[config.mk]
export PLATFORM = sky130hd
export DESIGN_NAME = dffram_lsu
export DESIGN_NICKNAME = d
export VERILOG_FILES = /design/src/rtl/dffram_lsu.sv
export SDC_FILE = /design/constraint.sdc
export NUM_CORES = 1
export LEC_CHECK = 0
export ABC_AREA = 0
export CAP_MARGIN = 20
export CELL_PAD_IN_SITES_DETAIL_PLACEMENT = 1
export CELL_PAD_IN_SITES_GLOBAL_PLACEMENT = 2
export CORE_MARGIN = 10
export CORE_UTILIZATION = 22
export DETAILED_ROUTE_END_ITERATION = 16
export GPL_TIMING_DRIVEN = 0
export MAX_ROUTING_LAYER = met4
export PLACE_DENSITY_LB_ADDON = 0.12
export SYNTH_ARGS = -nofsm -noshare
export SYNTH_HDL_FRONTEND = slang
export SYNTH_SLANG_ARGS = --single-unit
[constraint.sdc]
create_clock -name CLK -period 1.8 [get_ports CLK]
set_clock_uncertainty 0.1 [all_clocks]
set_input_delay 0.27 -clock CLK [delete_from_list [all_inputs] [get_ports CLK]]
set_output_delay 0.27 -clock CLK [all_outputs]
set_load 0.01 [all_outputs]
[src/rtl/dffram_lsu.sv]
// Load/store initiator for the 256x32 DFFRAM macro.
// Handles one request at a time; misaligned or illegal sizes get an error response.
module dffram_lsu #(
  parameter int AW = 10
) (
  input  logic          CLK,
  input  logic          RST,
  input  logic          req_valid,
  output logic          req_ready,
  input  logic          req_we,
  input  logic [1:0]    req_size,
  input  logic          req_unsigned,
  input  logic [AW-1:0] req_addr,
  input  logic [31:0]   req_wdata,
  output logic          rsp_valid,
  input  logic          rsp_ready,
  output logic [31:0]   rsp_rdata,
  output logic          rsp_err,
  output logic          ram_en,
  output logic [3:0]    ram_we,
  output logic [7:0]    ram_a,
  output logic [31:0]   ram_di,
  input  logic [31:0]   ram_do
);

  typedef enum logic [1:0] {
    IDLE,
    ACCESS,
    WAIT,
    RESP
  } state_t;

  state_t      state;
  logic        we_q;
  logic [1:0]  size_q;
  logic        uns_q;
  logic [1:0]  lane_q;

  logic        bad;
  logic [3:0]  mask;
  logic [31:0] rep;
  logic [31:0] ext;
  logic [7:0]  rd_b;
  logic [15:0] rd_h;

  assign req_ready = (state == IDLE);

  always_comb begin
    bad  = 1'b0;
    mask = 4'h0;
    rep  = req_wdata;
    unique case (req_size)
      2'd0: begin
        mask = 4'b0001 << req_addr[1:0];
        rep  = {4{req_wdata[7:0]}};
      end
      2'd1: begin
        bad  = req_addr[0];
        mask = req_addr[1] ? 4'b1100 : 4'b0011;
        rep  = {2{req_wdata[15:0]}};
      end
      2'd2: begin
        bad  = |req_addr[1:0];
        mask = 4'hF;
      end
      default: bad = 1'b1;
    endcase
  end

  // Lane select and extension of the word returned by the macro.
  always_comb begin
    rd_b = ram_do[8*lane_q +: 8];
    rd_h = ram_do[16*lane_q[1] +: 16];
    ext  = ram_do;
    unique case (size_q)
      2'd0:    ext = {{24{~uns_q & rd_b[7]}}, rd_b};
      2'd1:    ext = {{16{~uns_q & rd_h[15]}}, rd_h};
      default: ext = ram_do;
    endcase
  end

  always_ff @(posedge CLK) begin
    if (RST) begin
      state     <= IDLE;
      we_q      <= 1'b0;
      size_q    <= 2'd0;
      uns_q     <= 1'b0;
      lane_q    <= 2'd0;
      rsp_valid <= 1'b0;
      rsp_err   <= 1'b0;
      rsp_rdata <= 32'h0;
      ram_en    <= 1'b0;
      ram_we    <= 4'h0;
      ram_a     <= 8'h0;
      ram_di    <= 32'h0;
    end else begin
      unique case (state)
        IDLE: begin
          if (req_valid) begin
            we_q   <= req_we;
            size_q <= req_size;
            uns_q  <= req_unsigned;
            lane_q <= req_addr[1:0];
            if (bad) begin
              state     <= RESP;
              rsp_valid <= 1'b1;
              rsp_err   <= 1'b1;
              rsp_rdata <= 32'h0;
            end else begin
              state  <= ACCESS;
              ram_en <= 1'b1;
              ram_we <= req_we ? mask : 4'h0;
              ram_a  <= 8'(req_addr[AW-1:2]);
              ram_di <= rep;
            end
          end
        end
        ACCESS: begin
          ram_en <= 1'b0;
          ram_we <= 4'h0;
          if (we_q) begin
            state     <= RESP;
            rsp_valid <= 1'b1;
          end else begin
            state <= WAIT;
          end
        end
        WAIT: begin
          rsp_rdata <= ext;
          rsp_valid <= 1'b1;
          state     <= RESP;
        end
        RESP: begin
          if (rsp_ready) begin
            rsp_valid <= 1'b0;
            rsp_err   <= 1'b0;
            rsp_rdata <= 32'h0;
            state     <= IDLE;
          end
        end
        default: state <= IDLE;
      endcase
    end
  end

endmodule

==> results of run 1 <==
[per-layer routing]
| metal | wire (um) | vias up |
|---|---|---|
| li1 | - | 2123 |
| met1 | 7800 | 2088 |
| met2 | 9150 | 99 |
| met3 | 1260 | 19 |
| met4 | 320 | 0 |
| met5 | 0 | - |
[cells by family after synthesis]
logic type	count (synthesis)	synth area share, %
buf+inv	46	5.17
compound gates	150	24.8
flops	87	41.4
mux	34	8.35
simple gates	167	18.8
fa+ha+maj	5	1.49
[cell usage after synthesis, drive strengths merged]
| cell type | count | area [sq um] |
|---|---|---|
| nor2 | 23 | 86.3 |
| nor3 | 5 | 30.0 |
| nand2b | 6 | 37.5 |
| nor2b | 32 | 200 |
| or3 | 1 | 11.3 |
| nor3b | 1 | 7.51 |
| mux2i | 25 | 250 |
| nand4 | 1 | 6.26 |
| a31oi | 2 | 18.8 |
| nand2 | 80 | 300 |
| mux2 | 9 | 101 |
| nand3 | 6 | 30.0 |
| o22a | 1 | 8.76 |
| and3 | 1 | 6.26 |
| buf | 25 | 139 |
| dfxtp | 87 | 1740 |
| or2 | 1 | 6.26 |
| a221oi | 9 | 85.1 |
| o22ai | 1 | 6.26 |
| a32o | 1 | 10.0 |
| and2 | 8 | 50.1 |
| a41o | 1 | 10.0 |
| a22o | 15 | 131 |
| a21oi | 49 | 260 |
| a21o | 3 | 22.5 |
| a21bo | 1 | 10.0 |
| o2bb2ai | 20 | 175 |
| clkbuf | 14 | 52.6 |
| nor4b | 1 | 15.0 |
| ha | 5 | 62.6 |
| a211oi | 10 | 75.1 |
| o21ai | 28 | 144 |
| a311oi | 8 | 70.1 |
| nor4 | 1 | 6.26 |
| inv | 7 | 26.3 |
| o2111ai | 1 | 15.0 |
[sequential cells by signal (all words and copies together) (netlist names)]
signal / count
ram_di: 32
uns_q: 1
lane_q: 2
rsp_err: 1
ram_a: 8
rsp_valid: 1
ram_en: 1
rsp_rdata: 32
ram_we: 4
we_q: 1
size_q: 2
state: 2
[how the worst max path moves through the flow]
stage,startpoint,endpoint,depth (start not counted)
2_1_floorplan,state[1]$_SDFFE_PP0P_,rsp_rdata[12]$_SDFFE_PP0P_,7
3_3_place_gp,ram_do[23],rsp_rdata[9]$_SDFFE_PP0P_,5
3_5_place_dp,ram_do[23],rsp_rdata[9]$_SDFFE_PP0P_,5
4_1_cts,state[1]$_SDFFE_PP0P_,rsp_rdata[14]$_SDFFE_PP0P_,8
5_1_grt,state[0]$_SDFFE_PP0P_,ram_we[3]$_SDFFE_PP0P_,8
6_report,lane_q[1]$_SDFFE_PP0P_,rsp_rdata[9]$_SDFFE_PP0P_,5
[worst max-delay path, stage by stage, from the launching register on]
cell and delay, ns:
dfxtp_2 0.38, mux2_2 0.39, a221oi_4 0.32, buf_12 0.16, a21oi_1 0.09, a22o_1 0.20
[metrics by stage]
step	instances	setup slack [ns]	cell area (sq um)
6_report	919	0.0514	6770
5_1_grt	919	-0.0537	6770
4_1_cts	902	0.00915	6560
3_5_place_dp	880	-0.618	6100
3_3_place_gp	880	-0.584	6100
2_1_floorplan	489	0.00189	4230
[power breakdown]
part | internal (mW) | switching [mW]
clock | 1.07 | 0.813
sequential | 2.25 | 0.208
combinational | 1.71 | 1.64
total | 5.03 | 2.66
[timing repair]
item / 4_1_cts / 5_1_grt
setup buffers: 7 / 16
pin swaps: 5 / 5
gates cloned: 1 / 0
endpoints found under the setup margin: 79 / 64
resized for setup: 35 / 21
[cell type report]
cell class              instances  area share (%)
clock inverters                 3           0.666
clock buffers                  12            3.49
well taps                     234            4.33
inverters                       7           0.462
diodes                          1          0.0370
flip-flops and latches         87            25.9
multi-input cells             356            35.1
repair buffers                181            26.2
plain buffers                  38            3.85
==> impl_metrics.csv, run 1 <==
group,metric,value,unit
sta,setup_violations,0,
worst_setup_path,r2r-end,"rsp_rdata[9]$_SDFFE_PP0P_",
sta,tightest_slew,0.727,ns
power_and_ir_drop,ir_drop,0.515,mV
synth,synth-seq-area-share,41.4,%
floorplanning,io_pins,162,
layout,multi_input_area,2370,sq um
route,drc_errors,0,
synth,ys_ff_latch,87,
synth,syn-num-nets,576,
synth,yosysWarningCount,0,
cts,clk_latency,0.35,ns
sta,rsz0062_at_grt,"true",
cts,ctsHoldBuffers,0,
layout,final_common_cell,"clkdlybuf4s50_1",
sta,min_period,1.75,ns
route,vias,4329,
global_routing,gr-total-overflow,0,
global_routing,use_met3,4.72,%
global_routing,grt-busiest-layer,"met2",
global_routing,antenna_found_initial,1,
layout,drive_gt1_share,15.2,%
placement,finalWeightedCongestion,0.760,
min_path,min_from,"req_valid",
worst_setup_path,startpoint_type,"register",
power_and_ir_drop,power,7.69,mW
floorplanning,num_rows,50,
run,maxCapViolations,0,
sta,hold_viol,0,
route,routed_via_density,4.71,
sta,finalMaxSlewViolations,0,
global_routing,grt_max_degree,17,
layout,nFillCells,2168,
worst_setup_path,end_kind,"register",
worst_setup_path,cp.arrival,1.90,ns
synth,netlist_instances,489,
route,drtIter0Drc,126,
route,finalWirelength,18500,um
layout,area_growth_syn_to_layout,60.8,%
worst_setup_path,setup.reg_to_reg.worst_slack,0.05,ns
synth,syn_area,4210,sq um
placement,numPortBuffers,157,
global_routing,grt_pass1_wl,27100,um
cts,cts.sink_count,87,
sta,setup_tns,0,ns
min_path,holdPathEnd,"uns_q$_SDFFE_PP0P_",
layout,fin_nets,767,
floorplanning,die_w,158,um
floorplanning,start_util,22.4,%
worst_setup_path,cp_max_fo,7,
cts,cts_buffer_depth,2,
layout,final_cell_mix,"154 x clkdlybuf4s50_1, 82 x dfxtp_1, 79 x nand2_1",
global_routing,met1_usage,16.2,%
sta,hold_ws,0.177,ns
synth,syn_area_per_cell,8.61,sq um
global_routing,grt_util_all_layers,14.7,%
floorplanning,die_area,25100,sq um
cts,cts_tree,"done",
route,avgRoutedWirePerCell,20.2,um
power_and_ir_drop,leakage,2.48,nW
route,ant_nets,0,
synth,synth.distinct_cells,45,
placement,dpl.hpwl,14300,um
global_routing,grt_use_met2,24.7,%
sta,finalCritPeriodShare,97.1,%
layout,final_util,36.1,%
cts,cts_root_buf,"clkbuf_16",
min_path,hp-class,"input port to register",
global_routing,grt_pass1_vias,4704,
outcome,status,"finished, final reports clean",
sta,max-slew-margin-rel,51.5,%
cts,cts_htree_levels,3,
route,dr.pass1.iters,4,
worst_setup_path,cp.required,1.95,ns
layout,seqCellArea,1750,sq um
floorplanning,dieHeight,158,um
sta,fmax,572,MHz
min_path,hold-path-cell-count,3,
worst_setup_path,r2r-start,"lane_q[1]$_SDFFE_PP0P_",
cts,clk_pin_slew,0.07,ns
floorplanning,core_area,18800,sq um
cts,numCtsBuffers,9,
power_and_ir_drop,power_density,1140,nW/um^2
worst_setup_path,worst_r2r_path_depth,5,
worst_setup_path,critical_path_class,"register to register",
No activity file was read; power rests on OpenSTA's default activity.
==> run 2: changes to the inputs <==
--- a/config.mk
+++ b/config.mk
@@ -11,6 +11,7 @@
 export CELL_PAD_IN_SITES_GLOBAL_PLACEMENT = 2
 export CORE_MARGIN = 10
 export CORE_UTILIZATION = 22
+export CTS_CLUSTER_SIZE = 10
 export DETAILED_ROUTE_END_ITERATION = 16
 export GPL_TIMING_DRIVEN = 0
 export MAX_ROUTING_LAYER = met4
==> results of run 2 <==
Same layout as run 1: the final DEF is identical, and so are final timing and power.
